===== src/rtl/xike_cfg_pkg.sv =====
// Shared constants for the threshold-table config loader: opcodes, header layout, FSM states.
package xike_cfg_pkg;

  localparam logic [3:0] OP_WRITE = 4'h1;
  localparam logic [3:0] OP_READ  = 4'h2;

  localparam int OP_MSB   = 31;
  localparam int OP_LSB   = 28;
  localparam int CNT_MSB  = 27;
  localparam int CNT_LSB  = 16;
  localparam int BASE_MSB = 15;
  localparam int BASE_LSB = 0;

  localparam int DEF_DEPTH    = 256;
  localparam int DEF_BANK_NUM = 5;
  localparam int ADDR_LIMIT   = DEF_BANK_NUM * DEF_DEPTH;

  typedef enum logic [2:0] {
    ST_IDLE,
    ST_WRITE,
    ST_RD_REQ,
    ST_RD_WAIT,
    ST_RD_OUT,
    ST_DRAIN
  } state_t;

endpackage


===== src/rtl/thres_cfg_loader.sv =====
// Host command decoder driving the threshold table BRAM port and a readback stream.
// Optional CFG_CHECKSUM_EN: WRITE commands carry a trailing XOR-of-payload word.
module thres_cfg_loader
  import xike_cfg_pkg::*;
#(
  parameter int BITWIDTH = 32,
  parameter int DEPTH    = DEF_DEPTH,
  parameter int BANK_NUM = DEF_BANK_NUM
) (
  input  logic                clk,
  input  logic                rst,
  input  logic [BITWIDTH-1:0] cmd_data,
  input  logic                cmd_valid,
  output logic                cmd_ready,
  output logic [15:0]         bram_addr,
  output logic [BITWIDTH-1:0] bram_din,
  output logic                bram_we,
  output logic                bram_re,
  input  logic [BITWIDTH-1:0] bram_dout,
  output logic [BITWIDTH-1:0] rd_data,
  output logic                rd_valid,
  input  logic                rd_ready,
  output logic                busy,
  output logic                done,
  output logic                err,
  input  logic                err_clr
);

  localparam logic [16:0] ADDR_LIM = 17'(BANK_NUM * DEPTH);
`ifdef CFG_CHECKSUM_EN
  localparam logic [12:0] TRL_WORDS = 13'd1;
`else
  localparam logic [12:0] TRL_WORDS = 13'd0;
`endif

  state_t                state_r, state_n;
  logic [15:0]           cur_r, cur_n;
  logic [12:0]           rem_r, rem_n;
  logic                  cmd_ready_r, cmd_ready_n;
  logic [15:0]           addr_r, addr_n;
  logic [BITWIDTH-1:0]   din_r, din_n;
  logic                  we_r, we_n, re_r, re_n;
  logic [BITWIDTH-1:0]   rd_data_r, rd_data_n;
  logic                  rd_valid_r, rd_valid_n;
  logic                  done_r, done_n;
  logic                  err_r, err_n, err_set_s;
  logic [3:0]            hdr_op_s;
  logic [11:0]           hdr_cnt_s;
  logic [15:0]           hdr_base_s;
  logic [16:0]           hdr_end_s;
  logic                  oor_s, accept_s, last_s, trailer_s;
`ifdef CFG_CHECKSUM_EN
  logic [BITWIDTH-1:0]   csum_r, csum_n;
`endif

  assign hdr_op_s   = cmd_data[OP_MSB:OP_LSB];
  assign hdr_cnt_s  = cmd_data[CNT_MSB:CNT_LSB];
  assign hdr_base_s = cmd_data[BASE_MSB:BASE_LSB];
  // 17-bit end address so base near 0xFFFF plus a large count cannot wrap into range
  assign hdr_end_s  = {1'b0, hdr_base_s} + {5'd0, hdr_cnt_s} + 17'd1;
  assign oor_s      = (hdr_end_s > ADDR_LIM);
  assign accept_s   = cmd_valid & cmd_ready_r;
  assign last_s     = (rem_r == 13'd0);
`ifdef CFG_CHECKSUM_EN
  assign trailer_s  = (rem_r == 13'd0);
`else
  assign trailer_s  = 1'b0;
`endif

  // Next-state, counters and registered-output values
  always_comb begin
    state_n    = state_r;
    cur_n      = cur_r;
    rem_n      = rem_r;
    addr_n     = addr_r;
    din_n      = din_r;
    we_n       = 1'b0;
    re_n       = 1'b0;
    rd_data_n  = rd_data_r;
    rd_valid_n = rd_valid_r;
    done_n     = 1'b0;
    err_set_s  = 1'b0;
`ifdef CFG_CHECKSUM_EN
    csum_n     = csum_r;
`endif
    case (state_r)
      ST_IDLE: begin
        if (accept_s) begin
          case (hdr_op_s)
            OP_WRITE: begin
              cur_n = hdr_base_s;
              rem_n = {1'b0, hdr_cnt_s} + TRL_WORDS;
`ifdef CFG_CHECKSUM_EN
              csum_n = {BITWIDTH{1'b0}};
`endif
              if (oor_s) begin
                err_set_s = 1'b1;
                state_n   = ST_DRAIN;
              end else begin
                state_n   = ST_WRITE;
              end
            end
            OP_READ: begin
              if (oor_s) begin
                err_set_s = 1'b1;
                done_n    = 1'b1;
              end else begin
                cur_n   = hdr_base_s;
                rem_n   = {1'b0, hdr_cnt_s};
                addr_n  = hdr_base_s;
                re_n    = 1'b1;
                state_n = ST_RD_REQ;
              end
            end
            default: begin
              err_set_s = 1'b1;
              done_n    = 1'b1;
            end
          endcase
        end else begin
          state_n = ST_IDLE;
        end
      end
      ST_WRITE: begin
        if (accept_s && trailer_s) begin
`ifdef CFG_CHECKSUM_EN
          err_set_s = (cmd_data != csum_r);
`endif
          done_n  = 1'b1;
          state_n = ST_IDLE;
        end else if (accept_s) begin
          we_n  = 1'b1;
          addr_n = cur_r;
          din_n = cmd_data;
          cur_n = cur_r + 16'd1;
`ifdef CFG_CHECKSUM_EN
          csum_n = csum_r ^ cmd_data;
`endif
          if (last_s) begin
            done_n  = 1'b1;
            state_n = ST_IDLE;
          end else begin
            rem_n = rem_r - 13'd1;
          end
        end else begin
          state_n = ST_WRITE;
        end
      end
      ST_RD_REQ:  state_n = ST_RD_WAIT;
      ST_RD_WAIT: begin
        rd_data_n  = bram_dout;
        rd_valid_n = 1'b1;
        state_n    = ST_RD_OUT;
      end
      ST_RD_OUT: begin
        if (rd_ready) begin
          rd_valid_n = 1'b0;
          if (last_s) begin
            done_n  = 1'b1;
            state_n = ST_IDLE;
          end else begin
            cur_n   = cur_r + 16'd1;
            rem_n   = rem_r - 13'd1;
            addr_n  = cur_r + 16'd1;
            re_n    = 1'b1;
            state_n = ST_RD_REQ;
          end
        end else begin
          state_n = ST_RD_OUT;
        end
      end
      ST_DRAIN: begin
        if (accept_s && last_s) begin
          done_n  = 1'b1;
          state_n = ST_IDLE;
        end else if (accept_s) begin
          rem_n = rem_r - 13'd1;
        end else begin
          state_n = ST_DRAIN;
        end
      end
      default: state_n = ST_IDLE;
    endcase
    cmd_ready_n = (state_n == ST_IDLE) || (state_n == ST_WRITE) || (state_n == ST_DRAIN);
    err_n       = err_set_s ? 1'b1 : (err_clr ? 1'b0 : err_r);
  end

  // State, counters and all registered outputs
  always_ff @(posedge clk or posedge rst) begin
    if (rst) begin
      state_r     <= ST_IDLE;
      cur_r       <= 16'd0;
      rem_r       <= 13'd0;
      cmd_ready_r <= 1'b0;
      addr_r      <= 16'd0;
      din_r       <= {BITWIDTH{1'b0}};
      we_r        <= 1'b0;
      re_r        <= 1'b0;
      rd_data_r   <= {BITWIDTH{1'b0}};
      rd_valid_r  <= 1'b0;
      done_r      <= 1'b0;
      err_r       <= 1'b0;
`ifdef CFG_CHECKSUM_EN
      csum_r      <= {BITWIDTH{1'b0}};
`endif
    end else begin
      state_r     <= state_n;
      cur_r       <= cur_n;
      rem_r       <= rem_n;
      cmd_ready_r <= cmd_ready_n;
      addr_r      <= addr_n;
      din_r       <= din_n;
      we_r        <= we_n;
      re_r        <= re_n;
      rd_data_r   <= rd_data_n;
      rd_valid_r  <= rd_valid_n;
      done_r      <= done_n;
      err_r       <= err_n;
`ifdef CFG_CHECKSUM_EN
      csum_r      <= csum_n;
`endif
    end
  end

  assign cmd_ready = cmd_ready_r;
  assign bram_addr = addr_r;
  assign bram_din  = din_r;
  assign bram_we   = we_r;
  assign bram_re   = re_r;
  assign rd_data   = rd_data_r;
  assign rd_valid  = rd_valid_r;
  assign done      = done_r;
  assign err       = err_r;
  assign busy      = (state_r != ST_IDLE);

endmodule


===== config.mk =====
export PLATFORM = sky130hd
export DESIGN_NAME = thres_cfg_loader
export DESIGN_NICKNAME = d
export VERILOG_FILES = /design/src/rtl/xike_cfg_pkg.sv /design/src/rtl/thres_cfg_loader.sv
export SDC_FILE = /design/constraint.sdc
export NUM_CORES = 1
export LEC_CHECK = 0
export ABC_AREA = 1
export ABC_CLOCK_PERIOD_IN_PS = 5100
export CELL_PAD_IN_SITES_DETAIL_PLACEMENT = 2
export CELL_PAD_IN_SITES_GLOBAL_PLACEMENT = 2
export CORE_MARGIN = 2
export CORE_UTILIZATION = 29
export CTS_BUF_LIST = sky130_fd_sc_hd__clkbuf_8
export DETAILED_ROUTE_END_ITERATION = 6
export PLACE_DENSITY_LB_ADDON = 0.1
export SYNTH_ARGS = -nofsm -noshare
export SYNTH_HDL_FRONTEND = slang
export SYNTH_SLANG_ARGS = --single-unit
export TNS_END_PERCENT = 30

===== constraint.sdc =====
create_clock -name clk -period 5.1 [get_ports clk]
set_input_delay 0.765 -clock clk [delete_from_list [all_inputs] [get_ports clk]]
set_output_delay 0.765 -clock clk [all_outputs]
set_load 0.05 [all_outputs]

==> results by group <==
Routing
  • Post-route DRC: 0
  • Post-DRT Antenna Nets: 0
  • Routed WL: 25.4 mm
  • Number of detailed-route iterations in the first pass: 4
  • Iter 0 DRT Violations: 242
  • Vias/cell: 4.91
  • Routed len/inst: 18.6 um
  • Overall via count from detail_route: 6728

Setup path
  • Worst path depth: 21
  • CP Capture Type: flop
  • Worst setup SP type: input pin
  • Critical path cell sequence: clkdlybuf4s50_1 > inv_1 > ha_1 > inv_1 > fa_1 > inv_1 > nand2_1 > nor2_1 > nand2_1 > nor2_1 > nand2_1 > nor2_1 > nand2_1 > nand2_1 > nand2_1 > nand2_1 > nand2_2 > nand3_4 > nand3_2 > nand2_1 > nand2_1
  • Kind of critical path: input pin to flop
  • Worst Path Arrival: 4060 ps
  • WP data required: 5420 ps
  • Worst Path Buf+Inv: 4
  • CP most frequent cell: nand2_1
  • Crit path largest cell delay: 590 ps
  • CP top delay family: simple AND/OR/NAND/NOR gates
  • Worst-path maximum fanout: 31
  • Worst path slowest cell: clkdlybuf4s50_1
  • Depth of the most critical reg-to-reg path: 13

Layout
  • Post-layout util: 39.5%
  • Final Instance Area: 8950 um^2
  • Syn-to-layout area delta: 33.6%
  • # nets final: 1157
  • Layout cells sized above 1: 7.19%
  • Fillers: 2651
  • Post-Layout Cell Count: 1370
  • Ant diodes: 0

STA
  • F_max: 268 MHz
  • Final Hold Fails: 0
  • Worst Tran Pin Value: 1030 ps
  • Setup_tns: 0 ps
  • Max-slew violations: 0
  • Tcrit/Tclk final: 73.3%
  • Tmin final: 3740 ps
  • Clock Skews: 11.5 ps
  • Max-slew headroom: 31.1%
  • RSZ-0062 raised after global routing: no
  • # setup viols final: 0

Synthesis
  • Mapped Cells: 922
  • Area contributors post-synth: dfrtp_1 44%, nand2_1 23%, inv_1 4.0%
  • Sequential area share after synthesis: 44.1%
  • Post-synth EDFFs: 0
  • #FFs+latches synth: 118
  • Distinct cells, synth: 45
  • Yosys Warn Count: 0
  • Avg Cell Area, Syn: 7.27 um^2
  • Synth area leader: dfrtp_1
  • Count leader, synth: nand2_1
  • Syn Std Cell Area: 6700 um^2
  • Synth Net Count: 1006
  • Post-synth top area share: 44.1%
  • List of most frequent post-synthesis cells: 407 x nand2_1, 118 x dfrtp_1, 72 x inv_1, 52 x nor2_1, 46 x o21ai_0
  • Post-synth ARST share: 100%
  • Ys flop type: dfrtp_1

Global routing
  • First-pass GRT wire length: 40.5 mm
  • Largest net degree at the start of global routing: 64
  • Gr usage total: 21.6%
  • Initial antenna violation count: 0
  • Total congestion overflow: 0
  • Vias in the first global route: 7182

Power and ir drop
  • Worst VDD drop: 0.288 mV
  • Leakage: 4.43 nW
  • Power Density: 740 nW/um^2

Placed design
  • Routability cong.: 0.833
  • Area after DPL: 8530 um^2
  • IO Port Bufs: 155
  • Post-placement cell count: 1339
  • Detail Placement HPWL: 19.1 mm

Status
  • Status: complete, no violations

Die
  • Die height: 156 um
  • Row cnt: 55
  • Starting Density: 29.6%
  • Core box area: 22600 um^2
  • Die X: 156 um
  • Top-Level Pins: 156
  • Die footprint: 24300 um^2

Flow run
  • MaxCap Viol Count: 0

Clock tree
  • Number of CTS-inserted buffers: 17
  • CTS Sinks: 118
  • # H-tree levels: 4
  • CTS tree: built
  • Clock transition at the registers of the reported paths: 70 ps
  • Root buffer cell: clkbuf_8
  • Post-cts resize count: 0
  • Clk Latency, worst-skew pair: 440 ps
  • Number of setup buffers added after CTS: 0
  • Max Buffers Root-to-Sink: 2
  • Post-CTS Hold Fix Bufs: 0

Min path
  • Hold Path Stages: 2
  • HP Class: flop to flop
[flip-flops by register name, indices dropped and copies added (netlist names)]
name / count
bram_re: 1
err: 1
cur_r: 16
bram_din: 32
state_r: 3
rd_data: 32
bram_addr: 16
bram_we: 1
rd_valid: 1
done: 1
cmd_ready: 1
rem_r: 13
[power breakdown]
part           internal [mW]  leakage (nW)  switching [mW]
Sequential              1.39          1.45           0.320
Clock                  0.528         0.220           0.401
Combinational           1.22          2.76            2.77
[tightest hold or removal path, delay by kind of cell (launching register included)]
kind	cells	cell delay [ps]
simple gates	2	90
flops	1	350
[logic make-up after synthesis]
family	count (synthesis)	share of synthesized area (%)
simple gates	558	35.4
xor+xnor	14	1.83
compound gates	99	8.52
flops	118	44.1
buf+inv	118	7.26
fa+ha+maj	15	2.91
[cells in the final DEF (no fill, tap or decap), drive strengths merged, types with 2 or more instances in the layout]
cell / n
nand3: 33
nand4: 35
inv: 87
xor2: 10
nor4: 4
o211ai: 4
dfrtp: 118
buf: 9
a21oi: 15
clkbuf: 21
o221ai: 6
xnor2: 4
clkinv: 5
a221oi: 4
o22ai: 2
or2: 4
ha: 14
bufinv: 3
o21bai: 2
o21ai: 59
nor3: 8
nand2: 412
clkdlybuf4s50: 155
nor2: 60
[worst paths after layout]
path,endpoint,slack (ps),start
max,rem_r[6]$_DFFE_PP0P_,1360,cmd_data[0]
min,rd_data[30]$_DFFE_PP0P_,470,rd_data[30]$_DFFE_PP0P_
max reg2reg,bram_addr[14]$_DFFE_PP0P_,2350,rem_r[0]$_DFFE_PP0P_
min reg2reg,rd_data[30]$_DFFE_PP0P_,470,rd_data[30]$_DFFE_PP0P_
max in group asynchronous,cur_r[1]$_DFFE_PP0P_,3470,rst
min in group asynchronous,rd_data[12]$_DFFE_PP0P_,800,rst
[metrics by stage]
stage               hold WS [ps]  power [mW]  worst slack [ps]
floorplan                    458        4.34              1210
global placement             453        5.66              1010
detailed placement           461        5.75               909
CTS                          478        6.73              1360
global route                 499        7.11               994
finish                       474        6.62              1360
[layer usage]
metal  track usage [%]  share of wire [%]  routed length, um  vias to the layer above
li1                  -                  -                  -                     3254
met1              25.6                 42              10800                     3365
met2              39.6                 53              13400                       86
met3              4.61                3.1                781                       23
met4              5.07                1.6                413                        0
met5                 0                  0                  0                        -
[final cells by class]
cell class / count / area, um^2 / share of cell area, %
tap: 285 / 357 / 3.98
clock inverter: 10 / 129 / 1.44
inverter: 86 / 325 / 3.63
multi-input combinational: 686 / 3270 / 36.5
sequential: 118 / 2950 / 33.0
clock buffer: 21 / 289 / 3.23
timing repair buffer: 164 / 1630 / 18.2
Power figures use the tool's default switching activity.
